--- config.mk ---
export PLATFORM = sky130hd
export DESIGN_NAME = bsg_rr_decode_arb
export DESIGN_NICKNAME = d
export VERILOG_FILES = /design/src/rtl/bsg_rr_decode_arb.sv
export SDC_FILE = /design/constraint.sdc
export NUM_CORES = 1
export LEC_CHECK = 0
export CORE_ASPECT_RATIO = 1.4
export CORE_MARGIN = 2
export CORE_UTILIZATION = 60
export CTS_CLUSTER_DIAMETER = 60
export CTS_CLUSTER_SIZE = 10
export DETAILED_ROUTE_END_ITERATION = 10
export PLACE_DENSITY = 0.89
export SLEW_MARGIN = 15
export SYNTH_ARGS = -nofsm -noshare
export SYNTH_HDL_FRONTEND = slang
export SYNTH_SLANG_ARGS = --single-unit
--- constraint.sdc ---
create_clock -name clk_i -period 7.3 [get_ports clk_i]
set_clock_uncertainty 0.05 [all_clocks]
set_input_delay 1.825 -clock clk_i [delete_from_list [all_inputs] [get_ports clk_i]]
set_output_delay 1.825 -clock clk_i [all_outputs]
set_load 0.02 [all_outputs]
--- src/rtl/bsg_rr_decode_arb.sv ---
// bsg_decode: binary index to one-hot vector.
// Latency: purely combinational, zero cycles.
// Backpressure: none; the output simply follows the input.
//   i : binary index, $clog2(num_out_p) bits
//   o : one-hot vector, num_out_p bits (all zero if i >= num_out_p)
module bsg_decode #(
  parameter int num_out_p = 4
) (
  input  logic [$clog2(num_out_p)-1:0] i,
  output logic [num_out_p-1:0]         o
);

  assign o = num_out_p'(1) << i;

endmodule

// bsg_rr_decode_arb: round-robin arbiter with a locked, time-limited grant.
// Latency: grant appears one edge after a request is seen in IDLE; one idle bubble follows each release.
// Backpressure: the grant holder keeps the grant until release_i or the hold limit expires.
//   clk_i           : single clock, rising edge
//   reset_n_i       : asynchronous active-low reset
//   reqs_i          : per-requester request levels (els_p bits)
//   release_i       : holder finished; only looked at while a grant is active
//   grant_v_o       : a grant is active
//   grant_id_o      : binary id of the granted requester (0 when idle)
//   grant_one_hot_o : one-hot grant, zero when grant_v_o=0
//   timeout_o       : one-cycle pulse when the hold limit forced a release
module bsg_rr_decode_arb #(
  parameter  int els_p      = 16,
  parameter  int max_hold_p = 64,
  localparam int lg_els_lp  = $clog2(els_p)
) (
  input  logic                 clk_i,
  input  logic                 reset_n_i,
  input  logic [els_p-1:0]     reqs_i,
  input  logic                 release_i,
  output logic                 grant_v_o,
  output logic [lg_els_lp-1:0] grant_id_o,
  output logic [els_p-1:0]     grant_one_hot_o,
  output logic                 timeout_o
);

  localparam logic [0:0] idle_s  = 1'b0;
  localparam logic [0:0] grant_s = 1'b1;

  // The counter only ever needs to reach max_hold_p-1; a zero limit still
  // gets a one-bit counter that is never compared.
  localparam int hold_w_lp = (max_hold_p > 1) ? $clog2(max_hold_p) : 1;
  localparam logic [hold_w_lp-1:0] hold_last_lp =
    hold_w_lp'((max_hold_p > 0) ? (max_hold_p - 1) : 0);
  localparam logic hold_en_lp = (max_hold_p > 0);

  localparam logic [lg_els_lp-1:0] last_id_lp = lg_els_lp'(els_p - 1);

  logic [0:0]           state_r;
  logic [lg_els_lp-1:0] ptr_r;
  logic [hold_w_lp-1:0] hold_cnt_r;
  logic [lg_els_lp-1:0] grant_id_r;
  logic                 timeout_r;

  logic                 any_req;
  logic                 found;
  int                   cand;
  logic [lg_els_lp-1:0] winner_id;
  logic [lg_els_lp-1:0] ptr_next;
  logic                 hold_expired;
  logic [els_p-1:0]     dec_lo;

  assign any_req = |reqs_i;

  // Rotating priority search: visit ptr_r, ptr_r+1, ... wrapping at els_p,
  // and take the first requester that is asserted. Wrap is done with a
  // compare/subtract so non-power-of-two els_p needs no modulo hardware.
  always_comb begin
    found     = 1'b0;
    cand      = 0;
    winner_id = '0;
    for (int k = 0; k < els_p; k++) begin
      cand = int'(ptr_r) + k;
      if (cand >= els_p) begin
        cand = cand - els_p;
      end
      if (!found && reqs_i[cand]) begin
        found     = 1'b1;
        winner_id = lg_els_lp'(cand);
      end
    end
  end

  // The requester after the winner gets first look next time.
  assign ptr_next = (winner_id == last_id_lp) ? '0 : (winner_id + lg_els_lp'(1));

  assign hold_expired = hold_en_lp && (hold_cnt_r == hold_last_lp);

  always_ff @(posedge clk_i or negedge reset_n_i) begin
    if (!reset_n_i) begin
      state_r    <= idle_s;
      ptr_r      <= '0;
      hold_cnt_r <= '0;
      grant_id_r <= '0;
      timeout_r  <= 1'b0;
    end else begin
      timeout_r <= 1'b0;
      case (state_r)
        idle_s: begin
          // release_i is deliberately not looked at here.
          if (any_req) begin
            state_r    <= grant_s;
            grant_id_r <= winner_id;
            ptr_r      <= ptr_next;
            hold_cnt_r <= '0;
          end
        end
        grant_s: begin
          // Grant is locked: reqs_i has no effect until the grant ends.
          // An explicit release wins over the limit, so no timeout pulse
          // when both happen on the same edge.
          if (release_i) begin
            state_r    <= idle_s;
            grant_id_r <= '0;
            hold_cnt_r <= '0;
          end else if (hold_expired) begin
            state_r    <= idle_s;
            grant_id_r <= '0;
            hold_cnt_r <= '0;
            timeout_r  <= 1'b1;
          end else begin
            // With no limit this may wrap; it is never compared then.
            hold_cnt_r <= hold_cnt_r + hold_w_lp'(1);
          end
        end
        default: begin
          state_r    <= idle_s;
          grant_id_r <= '0;
          hold_cnt_r <= '0;
        end
      endcase
    end
  end

  // All outputs come straight from registers or a decode of them.
  assign grant_v_o  = (state_r == grant_s);
  assign grant_id_o = grant_id_r;
  assign timeout_o  = timeout_r;

  bsg_decode #(
    .num_out_p(els_p)
  ) grant_decode (
    .i(grant_id_r),
    .o(dec_lo)
  );

  assign grant_one_hot_o = dec_lo & {els_p{grant_v_o}};

endmodule

# Yosys cells after proc, flatten, opt, wreduce, memory -nomap -nowiden
# Index checks and enable logic that the tools add are counted.
[classes]
n_eq_ne = 4
reduce_logical = 33
shifts = 1
muxes = 111
order_cmp = 32
add_sub_neg = 33
bitwise_logic = 2
[op_table]
columns = ["op", "count"]
rows = [
  ["32-bit by 6-bit less-than comparator with 1-bit output (second input constant)", 16],
  ["32-bit 2-to-1 mux", 16],
  ["5-bit by 5-bit subtractor with 6-bit output (second input constant)", 15],
  ["4-bit 2-to-1 mux", 20],
  ["5-bit greater-or-equal comparator (second input constant)", 15],
  ["1-bit binary-select mux with 4-bit select", 16],
  ["1-bit 2-to-1 mux", 53],
  ["4-bit by 4-bit adder with 5-bit output (second input constant)", 8],
  ["4-bit by 3-bit adder with 5-bit output (second input constant)", 4],
  ["6-bit 2-to-1 mux", 3],
  ["16-bit AND", 1],
  ["16-bit OR reduction", 1],
  ["1-bit by 4-bit << shifter with 16-bit output (first input constant)", 1],
  ["1-bit logical AND", 15],
  ["1-bit zero test", 15],
  ["6-bit case mux with 2 select lines", 1],
  ["4-bit by 2-bit adder with 5-bit output (second input constant)", 2],
  ["4-bit case mux with 2 select lines", 1],
  ["6-bit by 1-bit adder with 6-bit output (second input constant)", 1],
  ["6-bit == test (second input constant)", 1],
  ["4-bit by 5-bit subtractor with 6-bit output (second input constant)", 1],
  ["4-bit by 1-bit adder with 5-bit output (second input constant)", 1],
  ["4-bit by 5-bit greater-or-equal comparator with 1-bit output (second input constant)", 1],
  ["4-bit by 1-bit adder with 4-bit output (second input constant)", 1],
  ["6 further kinds", 7],
]
[word_totals]
reg_bits = 16
word_cells = 221
output_inout_bits = 22

# Depth between registers and ports, before layout
# Gate-level depths: netlist of run 1.
[logic_depth]
depth_word = 53
mapped_depth = 20

# Hierarchy
# From an unflattened synthesis of run 1, not the netlist that was laid out.
[hier_totals]
cells_unflattened = 388
hier_area_um2 = 3479.6
[by_module_without_submodules]
columns = ["module", "cells_per_inst", "n_inst", "area_each_um2"]
rows = [
  ["bsg_rr_decode_arb", 368, 1, 3253.1],
  ["bsg_decode", 20, 1, 226.5],
]

# Least setup slack after synthesis of run 1
# Ideal clock, no wire load.
[synth_timing]
path_kind = "flip-flop to flip-flop"
start = "register ptr_r[1]"
end = "register ptr_r[0]"
setup_slack_ns = 2.407
setup_time_ns = 0.127
t_arrival_ns = 4.716
n_path_buf = 5
t_required_ns = 7.123
path_stages_with_launch = 19
period_less_slack_ns = 4.893
path_cell_list = "dfrtp_1 -> buf_2 -> buf_6 -> buf_1 -> inv_1 -> ha_1 -> buf_6 -> buf_8 -> mux2_2 -> mux4_1 -> mux2i_2 -> nand4_2 -> nor3_1 -> nand3_1 -> or3_1 -> a21oi_1 -> ha_1 -> a311o_1 -> o21ai_1"
[synth_via]
elab_chain_cells = 53
word_cells_on_any_way = 175
cone_classes = "add/sub: 32; order compare: 16; eq/ne: 1; mux: 96; reduce/logical: 30"
[synth_rtl]
columns = ["element", "line", "text"]
rows = [
  ["start: declaration", "56", "logic [lg_els_lp-1:0] ptr_r;"],
  ["start signal: assignment", "110", "ptr_r <= ptr_next;"],
  ["branches (longest 50 deep; another with 5-bit by 5-bit subtractor with 6-bit output)", "-", ""],
  ["4-bit 2-to-1 mux *", "83", "if (!found && reqs_i[cand]) begin"],
  ["4-bit by 1-bit adder with 4-bit output or 4-bit == test (tied branches)", "91", "assign ptr_next = (winner_id == last_id_lp) ? '0 : (winner_id + lg_els_lp'(1));"],
  ["4-bit 2-to-1 mux *", "91", ""],
]
# Mark *: on every way between the ends. The select of a mux whose other input is x is not followed.
# A chain may end at the register's enable or synchronous reset.

# Worst setup path after layout of run 1
[layout_timing]
start = "register ptr_r[2]"
end = "register ptr_r[0]"
# Same word-level chain as after synthesis.

==> impl_summary.md, run 1 <==
Outcome
The flow ran to the end, and the final reports show no timing, DRC or antenna violations.

Place
After detailed placement, the design holds a cell count of 470. The total of buffers placed on input and output ports is 40. The HPWL after detailed placement is 7730 µm. Summing all placed instances gives a cell area of 3740 µm².

Prior to clock tree synthesis, the placed netlist has a worst setup slack of 1600 ps. At the end of routability-driven placement, the weighted congestion stood at 1.01.

Critical path
The biggest cell delay along the critical path is 880 ps. The most numerous cell type found on the critical path is sky130_fd_sc_hd__nand3_1. The critical-path cell with the highest stage delay is sky130_fd_sc_hd__dfrtp_1. The kind of end point of the critical path is a flop. For the worst setup path, the data required time is 7420 ps. The dominant delay contributor by cell family on the critical path is compound AO/OA/AOI/OAI gates. The largest fanout on the critical path is 21. Counting both buffers and inverters, the worst setup path holds a total of 1.

The signal on the critical path passes through clkinv_1, ha_1, mux4_2, mux2i_1, or2_2, nand3_1, nor3_1, nand3_1, o311ai_0, o2111ai_1, a311o_1, o21ai_1. In this run the worst setup path begins at ptr_r[2]. The arrival time at the worst endpoint is 5910 ps. The classification of the worst setup path is flop to flop. The worst register-to-register path begins at ptr_r[2]. The worst setup path is launched from a flop.

Worst hold path
The tightest min-delay check is of the flop to flop type. The startpoint identified for the worst hold timing path is hold_cnt_r[2].

Route
The final layout contains routed wiring with a total length of 10100 µm. The detail route stage leaves a number of antenna-violating nets equal to 0. The total number of vias is 3497. After detailed routing, the average wire length per cell comes to 21.3 µm. In this run, the number of DRC markers left after iteration 0 of detailed routing was 256.

The pre-antenna-repair detailed-routing pass consisted of 6 iterations. The detail-routed via count per cell is 7.38. In the routed design, unresolved DRC markers number 0.

Finish
The area occupied by multi-input gates is 2770 µm². The final instance area is 3790 µm². The sequential cells in the finished layout cover a total of 400 µm².

The growth of design area from synthesis to finish is 13.2%. The final cell count without fillers is 474. After filler insertion, the fill cell instance count of the layout stands at 441. The fraction of final layout cells sized beyond drive strength 1 is 0.165. At the end of the flow, the number of nets in the layout was 435.

The repair_antennas step left the layout with diodes totalling 0. The library cells used most frequently in the layout, excluding fill and tap cells, are sky130_fd_sc_hd__nor2_1 (40), sky130_fd_sc_hd__clkdlybuf4s50_1 (40), sky130_fd_sc_hd__nand2_1 (29).

STA
The part of the cycle the worst path needs is 0.793. For the pin with the worst max-slew slack, the measured transition is 1040 ps. The final hold violation count was 0. The tightest slew margin relative to the limit is 0.308. The minimum clock period after layout is 5790 ps.

The post-layout worst setup margin is 1510 ps. Setup violations remaining at the end of the flow were counted as 0. Based on the critical path, the design can be clocked at up to 173 MHz. For the final routed database, the setup TNS stands at 0 ps. Setup repair after global routing left no endpoint under its margin.

The count of final max-slew check failures is 0.

Global routing
Entering global routing, the biggest net connects 38 pins. The first global-routing pass estimated 16000 µm of wire. The total routing resource utilization after global routing is 0.332. The number of antenna violations at the first check in global routing was 0. The total overflow left after global routing is 0. The via count of the first global-routing pass is 3237.

Yosys
Counting every net in the synthesized netlist gives 408. Yosys printed 0 warnings. The cell count after synthesis came out at 380. The number of enable-type register cells in the synthesized netlist is 0. The dominant register cell in the synthesized netlist is sky130_fd_sc_hd__dfrtp_1. In this run, synthesis produced a sequential element count of 16. The number of library cell types mapped by synthesis is 68. The share of synthesized flip-flops with an asynchronous set or reset is 1.00.

Dividing the synthesized area by the synthesized cell count gives 8.82 µm². The share of the Yosys chip area taken by registers is 0.119. The cell area after technology mapping is 3350 µm².

CTS
The number of gates resized after CTS was 0. The post-CTS clock slew at the launch and capture registers of the worst setup and hold paths is 60 ps. The maximum buffer depth of the clock tree is 2. The number of clock sinks seen by CTS is 16.

For this design, the CTS-stage hold fixing added 0 buffers. The later pin in the worst-skew pair is clocked with a latency of 240 ps. TritonCTS built the clock tree. The total CTS buffers is 3. The root cell of the clock tree is sky130_fd_sc_hd__clkbuf_8. Post-CTS timing repair inserted 0 buffers for setup. The level count of the clock H-tree is 1.

Die
The starting density of the core is 0.616. The core region is 5450 µm². The die is 67.2 µm wide.

The floorplan has 32 rows. The number of top-level pins is 41. Measured along the y axis, the die boundary spans 92.4 µm. The area enclosed by the die boundary is 6210 µm².

Flow run
The tool flagged a number of max-cap violations equal to 0.
cells in the mapped netlist (5+ instances only):
library cell	number	area (µm²)
sky130_fd_sc_hd__o22ai_1	6	37.5
sky130_fd_sc_hd__ha_1	9	113
sky130_fd_sc_hd__nand2b_1	8	50.1
sky130_fd_sc_hd__xnor2_1	7	61.3
sky130_fd_sc_hd__nand3_1	12	60.1
sky130_fd_sc_hd__a22o_1	5	43.8
sky130_fd_sc_hd__o21ai_0	20	100
sky130_fd_sc_hd__nor2b_1	8	50.1
sky130_fd_sc_hd__mux2i_1	25	250
sky130_fd_sc_hd__dfrtp_1	16	400
sky130_fd_sc_hd__nor3_1	9	45.0
sky130_fd_sc_hd__inv_1	13	48.8
sky130_fd_sc_hd__buf_2	7	35.0
sky130_fd_sc_hd__nor2_1	40	150
sky130_fd_sc_hd__a21oi_1	11	55.1
sky130_fd_sc_hd__a31oi_1	6	37.5
sky130_fd_sc_hd__xor2_1	6	52.6
sky130_fd_sc_hd__mux2_2	23	259
sky130_fd_sc_hd__nand2_1	29	109
sky130_fd_sc_hd__clkbuf_1	9	33.8
sky130_fd_sc_hd__mux4_2	27	608
cells by family after synthesis:
family / count (synthesis) / share of synthesized area
compound gates: 94 / 0.197
flops: 16 / 0.119
simple gates: 131 / 0.192
buf+inv: 36 / 0.0530
fa+ha+maj: 9 / 0.0336
xor+xnor: 13 / 0.0340
mux: 81 / 0.371
flip-flops by register name (all words and copies together) (netlist names):
name        cells
hold_cnt_r      6
grant_id_o      4
ptr_r           4
grant_v_o       1
timeout_o       1
metrics by stage:
stage          utilization  hold slack (ps)
2_1_floorplan            -              414
3_3_place_gp         0.687              441
3_5_place_dp         0.687              447
4_1_cts              0.697              456
5_1_grt              0.697              515
6_report             0.697              460
metal layers:
metal	vias to the layer above	GRT usage	part of all wire
met2	247	0.568	0.50
met4	0	0.219	0.080
met5	-	0	0
met1	1640	0.380	0.35
met3	71	0.0328	0.076
li1	1539	-	-
path summary, 6_finish.rpt:
| kind | endpoint | cells after the start | slack (ps) |
|---|---|---|---|
| min reg2reg | hold_cnt_r[2] | 1 | 460 |
| max | ptr_r[0] | 12 | 1510 |
| max in group asynchronous | grant_id_o[3] | 1 | 4820 |
| min | hold_cnt_r[2] | 1 | 460 |
| min in group asynchronous | hold_cnt_r[1] | 1 | 1940 |
| max reg2reg | ptr_r[0] | 12 | 1510 |
area by class of cell:
| class | instances | area share |
|---|---|---|
| clock buffer | 4 | 0.0145 |
| multi-input combinational | 328 | 0.731 |
| inverter | 15 | 0.0148 |
| sequential | 16 | 0.106 |
| timing repair buffer | 43 | 0.111 |
| tap | 68 | 0.0224 |
Power of run 1 is not shown: default switching activity piles up to over one toggle a cycle in this logic, so the estimate is an artifact.
==> inputs of run 2 (changes only) <==
Settings changed: CORE_UTILIZATION 60 to 58, PLACE_DENSITY 0.89 to 0.87.
Clock period 7.3 ns to 5.6 ns, I/O delays scaled along.
==> impl_summary.md, run 2 (synthesis results as in run 1) <==
Outcome
The run finished with clean final reports.

Global routing
Entering global routing, the biggest net connects 38 pins. Summed over all layers, the global routing overflow is 0. The number of antenna violations at the first check in global routing is 0.

The total routing resource utilization after global routing is 0.366. The wire length of the first global-routing pass is 17300 µm. The via count of the first global-routing pass came to 3450.

Finish
The top cell types in the final layout, fill and taps aside, are sky130_fd_sc_hd__nor2_1 (40), sky130_fd_sc_hd__clkdlybuf4s50_1 (40), sky130_fd_sc_hd__nand2_1 (29). The repair_antennas step left the layout with diodes totalling 0. The final layout net count is 446. Relative to the synthesized area, the layout overhead comes to 15.6%. The register with the most flip-flops in the layout has 6 of them. Ranked by flip-flop count, first place goes to hold_cnt_r.

In the final layout, the share of cells above drive strength 1 is 0.187.

Place
The worst slack at placement is 223 ps. The routability congestion estimate from global placement is 0.990. The total of buffers placed on input and output ports is 40. The HPWL after detailed placement is 8710 µm.

CTS
Post-CTS repair changed the size of 0 cells. The clock drives 16 sinks. The count of hold-fix buffers inserted at cts is 0.

The latest clock arrival within the worst-skew pair is 260 ps. The level count of the clock H-tree is 1. The post-CTS clock slew at the launch and capture registers of the worst setup and hold paths is 60 ps. TritonCTS built the clock tree. The number of setup buffers added after CTS is 0.

The clock passes through at most 2 buffers. TritonCTS created 3 clock buffers. CTS placed an instance of sky130_fd_sc_hd__clkbuf_8 at the clock tree root.

Die
For this configuration, the core starts out at a cell density of 0.602. The vertical die dimension is 94.0 µm. The overall die width is 68.3 µm. Pin placement for this block handled 41 I/O pins. The area inside the core boundary is 5570 µm². The initialized floorplan defines 32 standard-cell rows. The die covers 6410 µm².

STA
The final hold violation count is 0. The minimum clock period after layout is 5150 ps. The tightest slew margin relative to the limit is 0.321. The count of final max-slew check failures is 0. Hold is met by 476 ps. The sum of negative setup slack is 0 ps. The transition time at the pin with the least slew margin is 1020 ps.

The worst path meets setup with 449 ps of slack. Of the available clock period, the critical path in the final layout requires 0.920. Setup violations remaining at the end of the flow were counted as 0. Setup repair after global routing left no endpoint under its margin. The maximum clock rate is 194 MHz.

Critical path
The worst setup path is launched from an input pin. The setup check on the worst reg-to-reg path leaves a slack of 630 ps. The kind of end point of the critical path is a flop.

Of all nets on the critical path, the largest fanout is 10. The beginning of the worst register-to-register path is ptr_r[0]. The arrival time at the worst endpoint is 5290 ps. The launch point of the critical path is reqs_i[0]. Counting cells, the worst reg-to-reg path comes to 13. The classification of the worst setup path is input pin to flop. The endpoint of the worst register-to-register path is ptr_r[3]. The worst endpoint required time is 5740 ps.

Route
The DRC violation count after routing is 0. After detailed routing, the average wire length per cell comes to 22.5 µm. The total iterations of the first detailed-routing run is 5. The routed design has 10900 µm of wire. The detail-routed via count per cell is 7.18. The routed layout has 3481 vias.

In this run, the number of DRC markers left after iteration 0 of detailed routing was 255. In this run the remaining antenna-violating nets after routing total 0.

Worst hold path
The startpoint of the tightest hold check path is hold_cnt_r[2]. The number of cells on the worst hold path is 1. The terminating pin of the worst hold path is hold_cnt_r[2]. The min-delay analysis places its worst path in the category flop to flop.

Flow run
Across the run, the number of max-cap violations was 0.
==> run 2: changes by cell type in the layout (fill, tap and decap cells not counted), sizes merged <==
cell	previous run	this run
buf	3	14
==> run 2: critical path, stage by stage <==
cell and delay (ps):
sky130_fd_sc_hd__clkdlybuf4s50_1 580, sky130_fd_sc_hd__mux2_2 340, sky130_fd_sc_hd__mux4_1 590, sky130_fd_sc_hd__mux2i_2 300, sky130_fd_sc_hd__nand4_2 190, sky130_fd_sc_hd__or3_1 550, sky130_fd_sc_hd__nor3_2 240, sky130_fd_sc_hd__nand3_1 170
sky130_fd_sc_hd__o2bb2ai_1 250, sky130_fd_sc_hd__ha_1 290, sky130_fd_sc_hd__a2111o_1 300, sky130_fd_sc_hd__nand3b_1 90
==> run 2: metal layers <==
layer  vias up  global-route usage  part of all wire
met3        59              0.0312             0.061
met2       197               0.648              0.52
met1      1666               0.390              0.33
li1       1559                   -                 -
met4         0               0.265             0.087
met5         -                   0                 0
==> run 2: how the worst max path moves through the flow <==
stage | end | slack, ps | cells past startpoint
2_1_floorplan | ptr_r[0] | 710 | 18
3_3_place_gp | ptr_r[3] | 240 | 12
3_5_place_dp | ptr_r[3] | 220 | 12
4_1_cts | ptr_r[3] | 490 | 12
5_1_grt | ptr_r[2] | 230 | 12
6_report | ptr_r[3] | 450 | 12
==> run 2: area by class of cell <==
type | instances | area [µm²]
clock buffers | 4 | 55.1
fillers | 428 | 1690
inverters | 15 | 56.3
multi-input cells | 328 | 2770
flip-flops and latches | 16 | 400
well taps | 68 | 85.1
repair buffers | 54 | 505
==> run 2: metrics by stage <==
| step | util | cell area, µm² | cells |
|---|---|---|---|
| 4_1_cts | 0.696 | 3880 | 485 |
| 2_1_floorplan | - | 3350 | 380 |
| 6_report | 0.696 | 3880 | 485 |
| 5_1_grt | 0.696 | 3880 | 485 |
| 3_5_place_dp | 0.687 | 3820 | 481 |
| 3_3_place_gp | 0.687 | 3820 | 481 |
Power of run 2 is left out for the same reason.
